==> config.mk <==
export PLATFORM = sky130hd
export DESIGN_NAME = dmux_cdc_tx
export DESIGN_NICKNAME = d
export VERILOG_FILES = /design/src/rtl/dmux_cdc_pkg.sv /design/src/rtl/cdc_sync_bit.sv /design/src/rtl/dmux_cdc_tx.sv
export SDC_FILE = /design/constraint.sdc
export NUM_CORES = 1
export LEC_CHECK = 0
export BUFFER_PORTS_ARGS = -buffer_cell sky130_fd_sc_hd__buf_2
export CORE_MARGIN = 4
export CORE_UTILIZATION = 50
export DETAILED_ROUTE_END_ITERATION = 8
export GPL_TIMING_DRIVEN = 0
export PLACE_DENSITY = 0.74
export SETUP_SLACK_MARGIN = 0.02
export SLEW_MARGIN = 15
export SYNTH_ARGS = -nofsm -noshare
export SYNTH_HDL_FRONTEND = slang
export SYNTH_HIERARCHICAL = 1
export SYNTH_SLANG_ARGS = --single-unit
export TNS_END_PERCENT = 10
==> constraint.sdc <==
create_clock -name clk_f -period 2.18 [get_ports clk_f]
set_input_delay 0.327 -clock clk_f [delete_from_list [all_inputs] [get_ports clk_f]]
set_output_delay 0.327 -clock clk_f [all_outputs]
set_load 0.05 [all_outputs]
==> src/rtl/dmux_cdc_pkg.sv <==
// rtl/dmux_cdc_pkg.sv - shared types and helpers for the mux-based multi-bit CDC path
//
// Holds the launcher FSM state encoding, the default word width and the
// helper that sizes the shared phase counter.

package dmux_cdc_pkg;

  localparam int DEFAULT_DATA_WIDTH = 8;

  typedef enum logic [2:0] {
    IDLE       = 3'd0,
    HOLD       = 3'd1,
    WAIT_ACK_H = 3'd2,
    WAIT_ACK_L = 3'd3,
    GAP        = 3'd4
  } tx_state_e;

  // One counter serves every timed phase, so it must hold the largest
  // terminal count of the three.
  function automatic int cnt_width(input int hold_cycles, input int gap_cycles,
                                   input int timeout_cycles);
    int m;
    m = hold_cycles;
    if (gap_cycles > m) m = gap_cycles;
    if (timeout_cycles > m) m = timeout_cycles;
    return (m < 1) ? 1 : $clog2(m + 1);
  endfunction

endpackage

==> src/rtl/cdc_sync_bit.sv <==
// rtl/cdc_sync_bit.sv - multi-flop synchronizer for one asynchronous level
//
// Ports:
//   clk  in   destination-domain clock
//   rst  in   asynchronous active-high reset, clears the chain to 0
//   d    in   asynchronous level to be synchronized
//   q    out  last stage of the chain

module cdc_sync_bit #(
  parameter int STAGES = 2
) (
  input  logic clk,
  input  logic rst,
  input  logic d,
  output logic q
);

  logic [STAGES-1:0] sync_q;

  always_ff @(posedge clk or posedge rst) begin
    if (rst) begin
      sync_q <= '0;
    end else begin
      sync_q <= {sync_q[STAGES-2:0], d};
    end
  end

  assign q = sync_q[STAGES-1];

endmodule

==> src/rtl/dmux_cdc_tx.sv <==
// rtl/dmux_cdc_tx.sv - source-side launcher driving the data/valid pair of dmux_cdc
//
// Ports:
//   clk_f        in   source (fast) clock
//   rst          in   asynchronous active-high reset
//   src_data     in   word to send
//   src_valid    in   src_data valid
//   src_ready    out  block can accept (combinational, IDLE only)
//   data_out     out  registered word to dmux_cdc data_in
//   valid_out    out  registered qualifier to dmux_cdc valid_in
//   ack_in       in   level acknowledge from the slow domain (asynchronous)
//   done         out  one-cycle pulse on normal completion
//   err_timeout  out  one-cycle pulse when an ack phase times out
//   busy         out  high whenever the FSM is not IDLE

module dmux_cdc_tx
  import dmux_cdc_pkg::*;
#(
  parameter int DATA_WIDTH     = DEFAULT_DATA_WIDTH,
  parameter int HOLD_CYCLES    = 10,
  parameter int GAP_CYCLES     = 4,
  parameter bit ACK_EN         = 1'b1,
  parameter int SYNC_STAGES    = 2,
  parameter int TIMEOUT_CYCLES = 255
) (
  input  logic                  clk_f,
  input  logic                  rst,
  input  logic [DATA_WIDTH-1:0] src_data,
  input  logic                  src_valid,
  output logic                  src_ready,
  output logic [DATA_WIDTH-1:0] data_out,
  output logic                  valid_out,
  input  logic                  ack_in,
  output logic                  done,
  output logic                  err_timeout,
  output logic                  busy
);

  localparam int CW = cnt_width(HOLD_CYCLES, GAP_CYCLES, TIMEOUT_CYCLES);

  // Terminal counts: the counter is cleared on entry, so a phase of N
  // cycles ends on the edge where it reads N-1.
  localparam logic [CW-1:0] HOLD_LAST = CW'(HOLD_CYCLES - 1);
  localparam logic [CW-1:0] GAP_LAST  = CW'(GAP_CYCLES - 1);
  localparam logic [CW-1:0] TMO_LAST  = CW'(TIMEOUT_CYCLES - 1);

  // A zero-length gap skips the GAP state entirely.
  localparam tx_state_e AFTER_XFER = (GAP_CYCLES == 0) ? IDLE : GAP;

  tx_state_e             state_q, state_d;
  logic [CW-1:0]         cnt_q, cnt_d;
  logic [DATA_WIDTH-1:0] data_d;
  logic                  valid_d;
  logic                  done_d;
  logic                  err_d;
  logic                  ack_sync;

  cdc_sync_bit #(
    .STAGES (SYNC_STAGES)
  ) u_ack_sync (
    .clk (clk_f),
    .rst (rst),
    .d   (ack_in),
    .q   (ack_sync)
  );

  always_ff @(posedge clk_f or posedge rst) begin
    if (rst) begin
      state_q     <= IDLE;
      cnt_q       <= '0;
      data_out    <= '0;
      valid_out   <= 1'b0;
      done        <= 1'b0;
      err_timeout <= 1'b0;
    end else begin
      state_q     <= state_d;
      cnt_q       <= cnt_d;
      data_out    <= data_d;
      valid_out   <= valid_d;
      done        <= done_d;
      err_timeout <= err_d;
    end
  end

  always_comb begin
    state_d = state_q;
    cnt_d   = cnt_q + CW'(1);
    data_d  = data_out;
    valid_d = valid_out;
    done_d  = 1'b0;
    err_d   = 1'b0;

    case (state_q)
      IDLE: begin
        cnt_d = '0;
        if (src_valid) begin
          data_d  = src_data;
          valid_d = 1'b1;
          state_d = HOLD;
        end
      end

      HOLD: begin
        if (cnt_q == HOLD_LAST) begin
          cnt_d = '0;
          if (!ACK_EN) begin
            valid_d = 1'b0;
            done_d  = 1'b1;
            state_d = AFTER_XFER;
          end else if (ack_sync) begin
            // Ack already up: the slow side has the word, drop valid now.
            valid_d = 1'b0;
            state_d = WAIT_ACK_L;
          end else begin
            state_d = WAIT_ACK_H;
          end
        end
      end

      WAIT_ACK_H: begin
        // An ack arriving on the timeout edge still wins.
        if (ack_sync) begin
          cnt_d   = '0;
          valid_d = 1'b0;
          state_d = WAIT_ACK_L;
        end else if (cnt_q == TMO_LAST) begin
          cnt_d   = '0;
          valid_d = 1'b0;
          err_d   = 1'b1;
          state_d = AFTER_XFER;
        end
      end

      WAIT_ACK_L: begin
        if (!ack_sync) begin
          cnt_d   = '0;
          done_d  = 1'b1;
          state_d = AFTER_XFER;
        end else if (cnt_q == TMO_LAST) begin
          cnt_d   = '0;
          err_d   = 1'b1;
          state_d = AFTER_XFER;
        end
      end

      GAP: begin
        if (cnt_q == GAP_LAST) begin
          cnt_d   = '0;
          state_d = IDLE;
        end
      end

      default: begin
        cnt_d   = '0;
        valid_d = 1'b0;
        state_d = IDLE;
      end
    endcase
  end

  assign src_ready = (state_q == IDLE);
  assign busy      = (state_q != IDLE);

endmodule

==> results.py, run 1 <==
metrics = {
    "finish": {
        "area_growth_pct": 17.0,
        "nNetsFinal": 157,
        "diodes": 0,
        "final_util_pct": 62.9,
        "final_area_sq_um": 1420,
        "fin_cells": 169,
        "final_cell_mix": "27 x buf_2, 24 x dfrtp_1, 12 x nor2_1",
        "mostFrequentLayoutCell": "buf_2",
        "drive_gt1_share_pct": 34.8,
    },
    "run_status": {
        "outcome": "finished, final reports clean",
    },
    "synth": {
        "ys_ff_latch": 24,
        "synth.top_cell.area_share_pct": 49.5,
        "synthArstFlopShare_pct": 100,
        "synth_ff_type": "dfrtp_1",
        "postSynthAreaPerCell_sq_um": 10.8,
        "syn_inst": 112,
        "synth_nets": 127,
        "ys_types": 36,
        "synth.area.top_cells": "dfrtp_1 50%, mux2_2 7.4%, nor2_1 3.7%",
        "yosysSeqAreaShare_pct": 49.5,
        "synth_top_area_cell": "dfrtp_1",
        "syn_area_sq_um": 1210,
        "ys_warn_count": 6,
        "synth_enable_flop_cells": 0,
    },
    "drt": {
        "met2WireLength_mm": 1.20,
        "via_per_inst": 5.35,
        "drc": 0,
        "wl_met1_mm": 1.03,
        "first_pass_iters": 4,
        "met3WireLength_um": 84,
        "wl_per_cell_um": 13.9,
        "highest_layer": "met4",
        "dr_total_vias": 904,
        "routed_wirelength_mm": 2.36,
        "drtIter0Drc": 24,
        "ant_nets": 0,
    },
    "placement": {
        "dp_cells": 164,
        "place_hpwl_mm": 1.82,
        "globalplace.congestion": 0.790,
        "portBuffers": 24,
        "place_area_sq_um": 1370,
    },
    "sta": {
        "final-hold-violation-count": 0,
        "fmax_mhz": 543,
        "period_share_pct": 84.5,
        "slew_viol_final": 0,
        "setup_viol": 0,
        "worst_pin_slew_ps": 824,
        "rsz0062_at_grt": "no",
        "min_period_ps": 1840,
        "skew_ps": 1.42,
        "relSlewSlack_pct": 45.0,
        "fin_setup_tns_ps": 0,
    },
    "clock_network": {
        "clk_pin_slew_worst_paths_ps": 130,
        "cts_buffers": 3,
        "cts_tree": "yes",
        "clock_path_buffers": 2,
        "h-tree-depth": 1,
        "ctsResizeCount": 0,
        "clk_latency_ps": 310,
        "cts_sinks": 24,
        "cts_root_buf": "clkbuf_4",
    },
    "floorplan": {
        "rows": 17,
        "fp.dieArea_sq_um": 3280,
        "core_sq_um": 2250,
        "die_w_um": 57.2,
        "io_pins": 25,
        "initial_utilization_pct": 53.8,
        "dieHeight_um": 57.2,
    },
    "setup_path": {
        "worstPathMaxFanout": 8,
        "start_kind": "flop",
        "worstSetupEndpointType": "flop",
        "rr_endpoint": "cnt_q[4]",
        "crit_arrival_ps": 2030,
        "crit_start": "cnt_q[0]",
        "cp.required_ps": 2370,
        "ff2ff_setup_slack_ps": 340,
        "timing.rr.start": "cnt_q[0]",
        "setup.worst_path.class": "flop to flop",
        "r2r_cells": 5,
    },
    "hold_path": {
        "worstHoldEndpoint": "u_ack_sync/sync_q[0]",
        "min_path_cells": 1,
        "hp-start": "ack_in",
        "hp-class": "input pin to flop",
    },
    "global_routing": {
        "grt.overflow.total": 0,
        "antenna_found_initial": 0,
        "grtUsageTotal_pct": 16.4,
        "grt_pass1_wl_mm": 4.16,
        "grt_pass1_vias": 924,
        "grt_max_degree": 23,
    },
    "pwr": {
        "p_per_area_nw_per_um2": 1460,
        "ir_worst_vdd_uv": 934,
        "power_leakage_nw": 0.685,
    },
    "run": {
        "maxCapViolCount": 0,
    },
}
## per-layer routing
layer	GRT usage, %	vias up
met4	7.28	0
met2	26.9	22
met5	0	-
li1	-	447
met1	21.2	431
met3	2.94	4
## synthesized netlist by cell type (3+ instances only)
| master | number |
|---|---|
| ha_1 | 3 |
| xnor2_1 | 3 |
| nand2b_1 | 3 |
| nor3_1 | 4 |
| nand3_1 | 3 |
| inv_1 | 9 |
| o21ai_0 | 3 |
| nor2_1 | 12 |
| a21oi_1 | 4 |
| a211oi_1 | 3 |
| mux2_2 | 8 |
| nand2_1 | 4 |
| buf_2 | 3 |
| dfrtp_1 | 24 |
| xor2_1 | 5 |
## sequential cells by signal, summed over array words and instances, names as in the netlist
register,cells
valid_out,1
data_out,8
cnt_q,8
done,1
u_ack_sync/sync_q,2
state_q,3
err_timeout,1
## power by group
part	internal, mW	total, mW	switching (mW)	leakage [nW]
Sequential	0.582	0.674	0.0926	0.305
Combinational	0.386	1.17	0.786	0.359
Clock	0.102	0.231	0.129	0.0210
## critical path, stage by stage (launching register included)
cell      delay [ps]
dfrtp_1          490
ha_1             270
nand2b_1         100
a22o_1           250
a211oi_2         500
nor2_1           110
## stage by stage
step,hold slack [ps],power [mW],worst slack (ps)
detailed placement,194,1.87,353
global route,98.0,2.22,152
CTS,106,2.10,331
global placement,187,1.82,360
finish,113,2.08,338
floorplan,68.2,1.61,125
## worst max-delay path by stage
stage                  end  slack [ps]  depth (start not counted)
2_1_floorplan  data_out[0]         120                          5
3_3_place_gp      cnt_q[7]         360                          5
3_5_place_dp      cnt_q[4]         350                          5
4_1_cts           cnt_q[7]         330                          5
5_1_grt           cnt_q[6]         150                          5
6_report          cnt_q[4]         340                          5
## cells by family after synthesis
group / Yosys count / synth area share (%)
AOI/OAI and AO/OA: 17 / 10.7
xor gates and xnor gates: 8 / 5.78
muxes: 8 / 7.43
and+or+nand+nor: 37 / 17.2
buffers and inverters: 14 / 5.37
DFF: 24 / 49.5
adders and majority gates: 4 / 3.92
## cell type report
class / count / area [sq um]
fillers: 207 / 836
flip-flops and latches: 24 / 601
multi-input cells: 74 / 552
repair buffers: 25 / 130
clock buffers: 4 / 36.3
well taps: 28 / 35.0
inverters: 9 / 33.8
plain buffers: 5 / 31.3
## timing repair
item	4_1_cts	5_1_grt
hold endpoints to repair	2	0
setup buffers	0	0
hold buffers	1	0
Note: power is estimated with default switching activity, not from simulation.
==> inputs of run 2 (changes only) <==
ABC_AREA = 1   (was unset)
CORE_UTILIZATION = 48   (was 50)
clock period = 1.5 ns   (was 2.18 ns; I/O delays follow)
==> results.py, run 2 <==
metrics = {
    "synth": {
        "yosysSeqAreaShare_pct": 49.7,
        "ys_types": 20,
        "yosys-top-cells-count": "37 x nand2_1, 25 x nor2_1, 24 x dfrtp_1",
        "synth.most_common_cell": "nand2_1",
        "syn_inst": 150,
        "synth_enable_flop_cells": 0,
        "ys_ff_latch": 24,
        "synth.area.top_cells": "dfrtp_1 50%, nand2_1 12%, nand3_1 7.9%",
        "synth_nets": 165,
        "synth_ff_type": "dfrtp_1",
        "syn_area_sq_um": 1210,
        "synth_top_area_cell": "dfrtp_1",
        "synth.top_cell.area_share_pct": 49.7,
        "synthArstFlopShare_pct": 100,
        "ys_warn_count": 6,
        "postSynthAreaPerCell_sq_um": 8.05,
    },
    "clock_network": {
        "cts_root_buf": "clkbuf_4",
        "clock_path_buffers": 2,
        "clk_latency_ps": 320,
        "h-tree-depth": 1,
        "clk_pin_slew_worst_paths_ps": 140,
        "cts_buffers": 3,
        "cts_sinks": 24,
        "cts_tree": "yes",
    },
    "finish": {
        "reg_top3": "cnt_q: 8 flops, data_out: 8 flops, state_q: 3 flops",
        "final_area_sq_um": 1500,
        "diodes": 0,
        "area_growth_pct": 24.1,
        "mostFrequentLayoutCell": "nand2_1",
        "final_util_pct": 65.3,
        "nNetsFinal": 198,
        "nFillCells": 209,
        "fin_cells": 210,
        "drive_gt1_share_pct": 27.5,
        "final_cell_mix": "35 x nand2_1, 22 x buf_2, 22 x dfrtp_1",
    },
    "global_routing": {
        "met3_usage_pct": 2.00,
        "grt.overflow.total": 0,
        "antenna_found_initial": 0,
        "grt_pass1_vias": 1110,
        "use_met2_pct": 30.8,
        "grt_max_degree": 23,
        "grt_use_met1_pct": 21.4,
        "grtUsageTotal_pct": 17.5,
        "grt_pass1_wl_mm": 4.67,
        "grt_busiest_layer": "met2",
    },
    "setup_path": {
        "slowest_delay_ps": 460,
        "worstSetupEndpointType": "primary output",
        "setup.worst_path.class": "flop to primary output",
        "cp_cell_sequence": "nor2_4 > inv_1 > nor2_2 > buf_6 > clkinvlp_4 > buf_6",
        "cpMaxStageDelayCell": "dfrtp_2",
        "cp.required_ps": 1270,
        "critPathBufInv": 4,
        "path_common_cell": "buf_6",
        "path_delay_family": "flip-flops",
        "start_kind": "flop",
        "worstPathMaxFanout": 5,
        "crit_arrival_ps": 1410,
    },
    "floorplan": {
        "fp.dieArea_sq_um": 3380,
        "dieHeight_um": 58.2,
        "die_w_um": 58.2,
        "rows": 17,
        "initial_utilization_pct": 52.6,
        "core_sq_um": 2300,
        "io_pins": 25,
    },
    "run_status": {
        "violations": "negative setup slack",
        "outcome": "complete, but fails checks",
    },
    "placement": {
        "globalplace.congestion": 0.772,
        "portBuffers": 23,
        "place_area_sq_um": 1370,
        "dp_cells": 201,
        "place_hpwl_mm": 1.88,
    },
    "sta": {
        "timing.hold.ws_ps": 124,
        "period_share_pct": 109,
        "final-hold-violation-count": 0,
        "skew_ps": 9.38,
        "min_period_ps": 1640,
        "fmax_mhz": 611,
        "fin_setup_tns_ps": -236,
        "rsz0062_at_grt": "yes",
        "relSlewSlack_pct": 44.9,
        "slew_viol_final": 0,
        "worst_pin_slew_ps": 825,
        "setup_viol": 2,
        "finalWorstSetupSlack_ps": -138,
    },
    "drt": {
        "first_pass_iters": 4,
        "via_per_inst": 5.13,
        "wl_per_cell_um": 12.7,
        "dr_total_vias": 1077,
        "routed_wirelength_mm": 2.67,
        "drc": 0,
        "ant_nets": 0,
        "drtIter0Drc": 19,
    },
    "run": {
        "maxCapViolCount": 0,
    },
    "pwr": {
        "power_leakage_nw": 0.792,
        "ir_worst_vdd_uv": 1280,
        "p_per_area_nw_per_um2": 2070,
    },
    "hold_path": {
        "hp-class": "input pin to flop",
    },
}
## run 2: changes by cell type in the layout (fill, tap and decap cells not counted), moves of 4 or more
cell and delta:
buf_4 +4, nand3_1 +15, buf_2 -5, nor2_2 +4, mux2_2 -8, inv_1 +6
nand2_1 +31, nor2_1 +9
## run 2: metrics by stage
stage / setup slack [ps] / power [mW]
6_report: -138 / 3.10
2_1_floorplan: 41.7 / 2.14
4_1_cts: -125 / 3.08
5_1_grt: -194 / 3.30
3_3_place_gp: -7.73 / 2.43
3_5_place_dp: -45.8 / 2.49
## run 2: metal layers
metal	up-vias	wire length, um
li1	529	-
met1	508	1130
met2	29	1370
met3	11	102
met4	0	70
met5	-	0
## run 2: cell families after synthesis
family,count (synthesis),share of synthesized area [%]
and+or+nand+nor,87,30.8
DFF,24,49.7
buffers and inverters,21,6.74
AOI/OAI and AO/OA,9,5.28
xor gates and xnor gates,6,4.35
adders and majority gates,3,3.11
## run 2: worst register-to-register path, stage by stage, from the launching register on
cell,delay (ps)
dfrtp_2,460
inv_2,60
ha_1,140
nand2_1,70
nor2_2,120
nand2_2,100
nand2_2,80
nand2_2,70
nor2_4,210
nor2_1,70
## run 2: final cells by class
class | instances | area, sq um | share of cell area [%]
clock buffers | 3 | 22.5 | 1.50
flip-flops and latches | 24 | 603 | 40.2
well taps | 28 | 35.0 | 2.34
multi-input cells | 105 | 551 | 36.7
clock inverters | 1 | 30.0 | 2.00
plain buffers | 2 | 16.3 | 1.09
repair buffers | 28 | 166 | 11.1
inverters | 19 | 75.1 | 5.01
## run 2: final timing paths
kind	startpoint	to	slack [ps]	depth (start not counted)
worst max-delay path	state_q[1]	busy	-140	6
worst min-delay path	src_data[3]	data_out[3]	120	3
worst max register to register	cnt_q[0]	cnt_q[7]	10	9
worst min register to register	u_ack_sync/sync_q[0]	u_ack_sync/sync_q[1]	380	0
max in group asynchronous	rst	state_q[1]	330	3
min in group asynchronous	rst	u_ack_sync/sync_q[0]	280	3
## run 2: power breakdown
part | leakage [nW] | total (mW) | internal [mW] | switching, mW
Sequential | 0.308 | 0.975 | 0.834 | 0.142
Clock | 0.0279 | 0.470 | 0.270 | 0.200
Combinational | 0.456 | 1.65 | 0.499 | 1.16
Total | 0.792 | 3.10 | 1.60 | 1.50
## run 2: repair_timing
action / 4_1_cts / 5_1_grt
pin swaps: 2 / 1
resized for setup: 10 / 4
buffers inserted: 3 / 0
hold buffers: 2 / 0
setup endpoints to repair: 10 / 13
hold endpoints to repair: 3 / 0
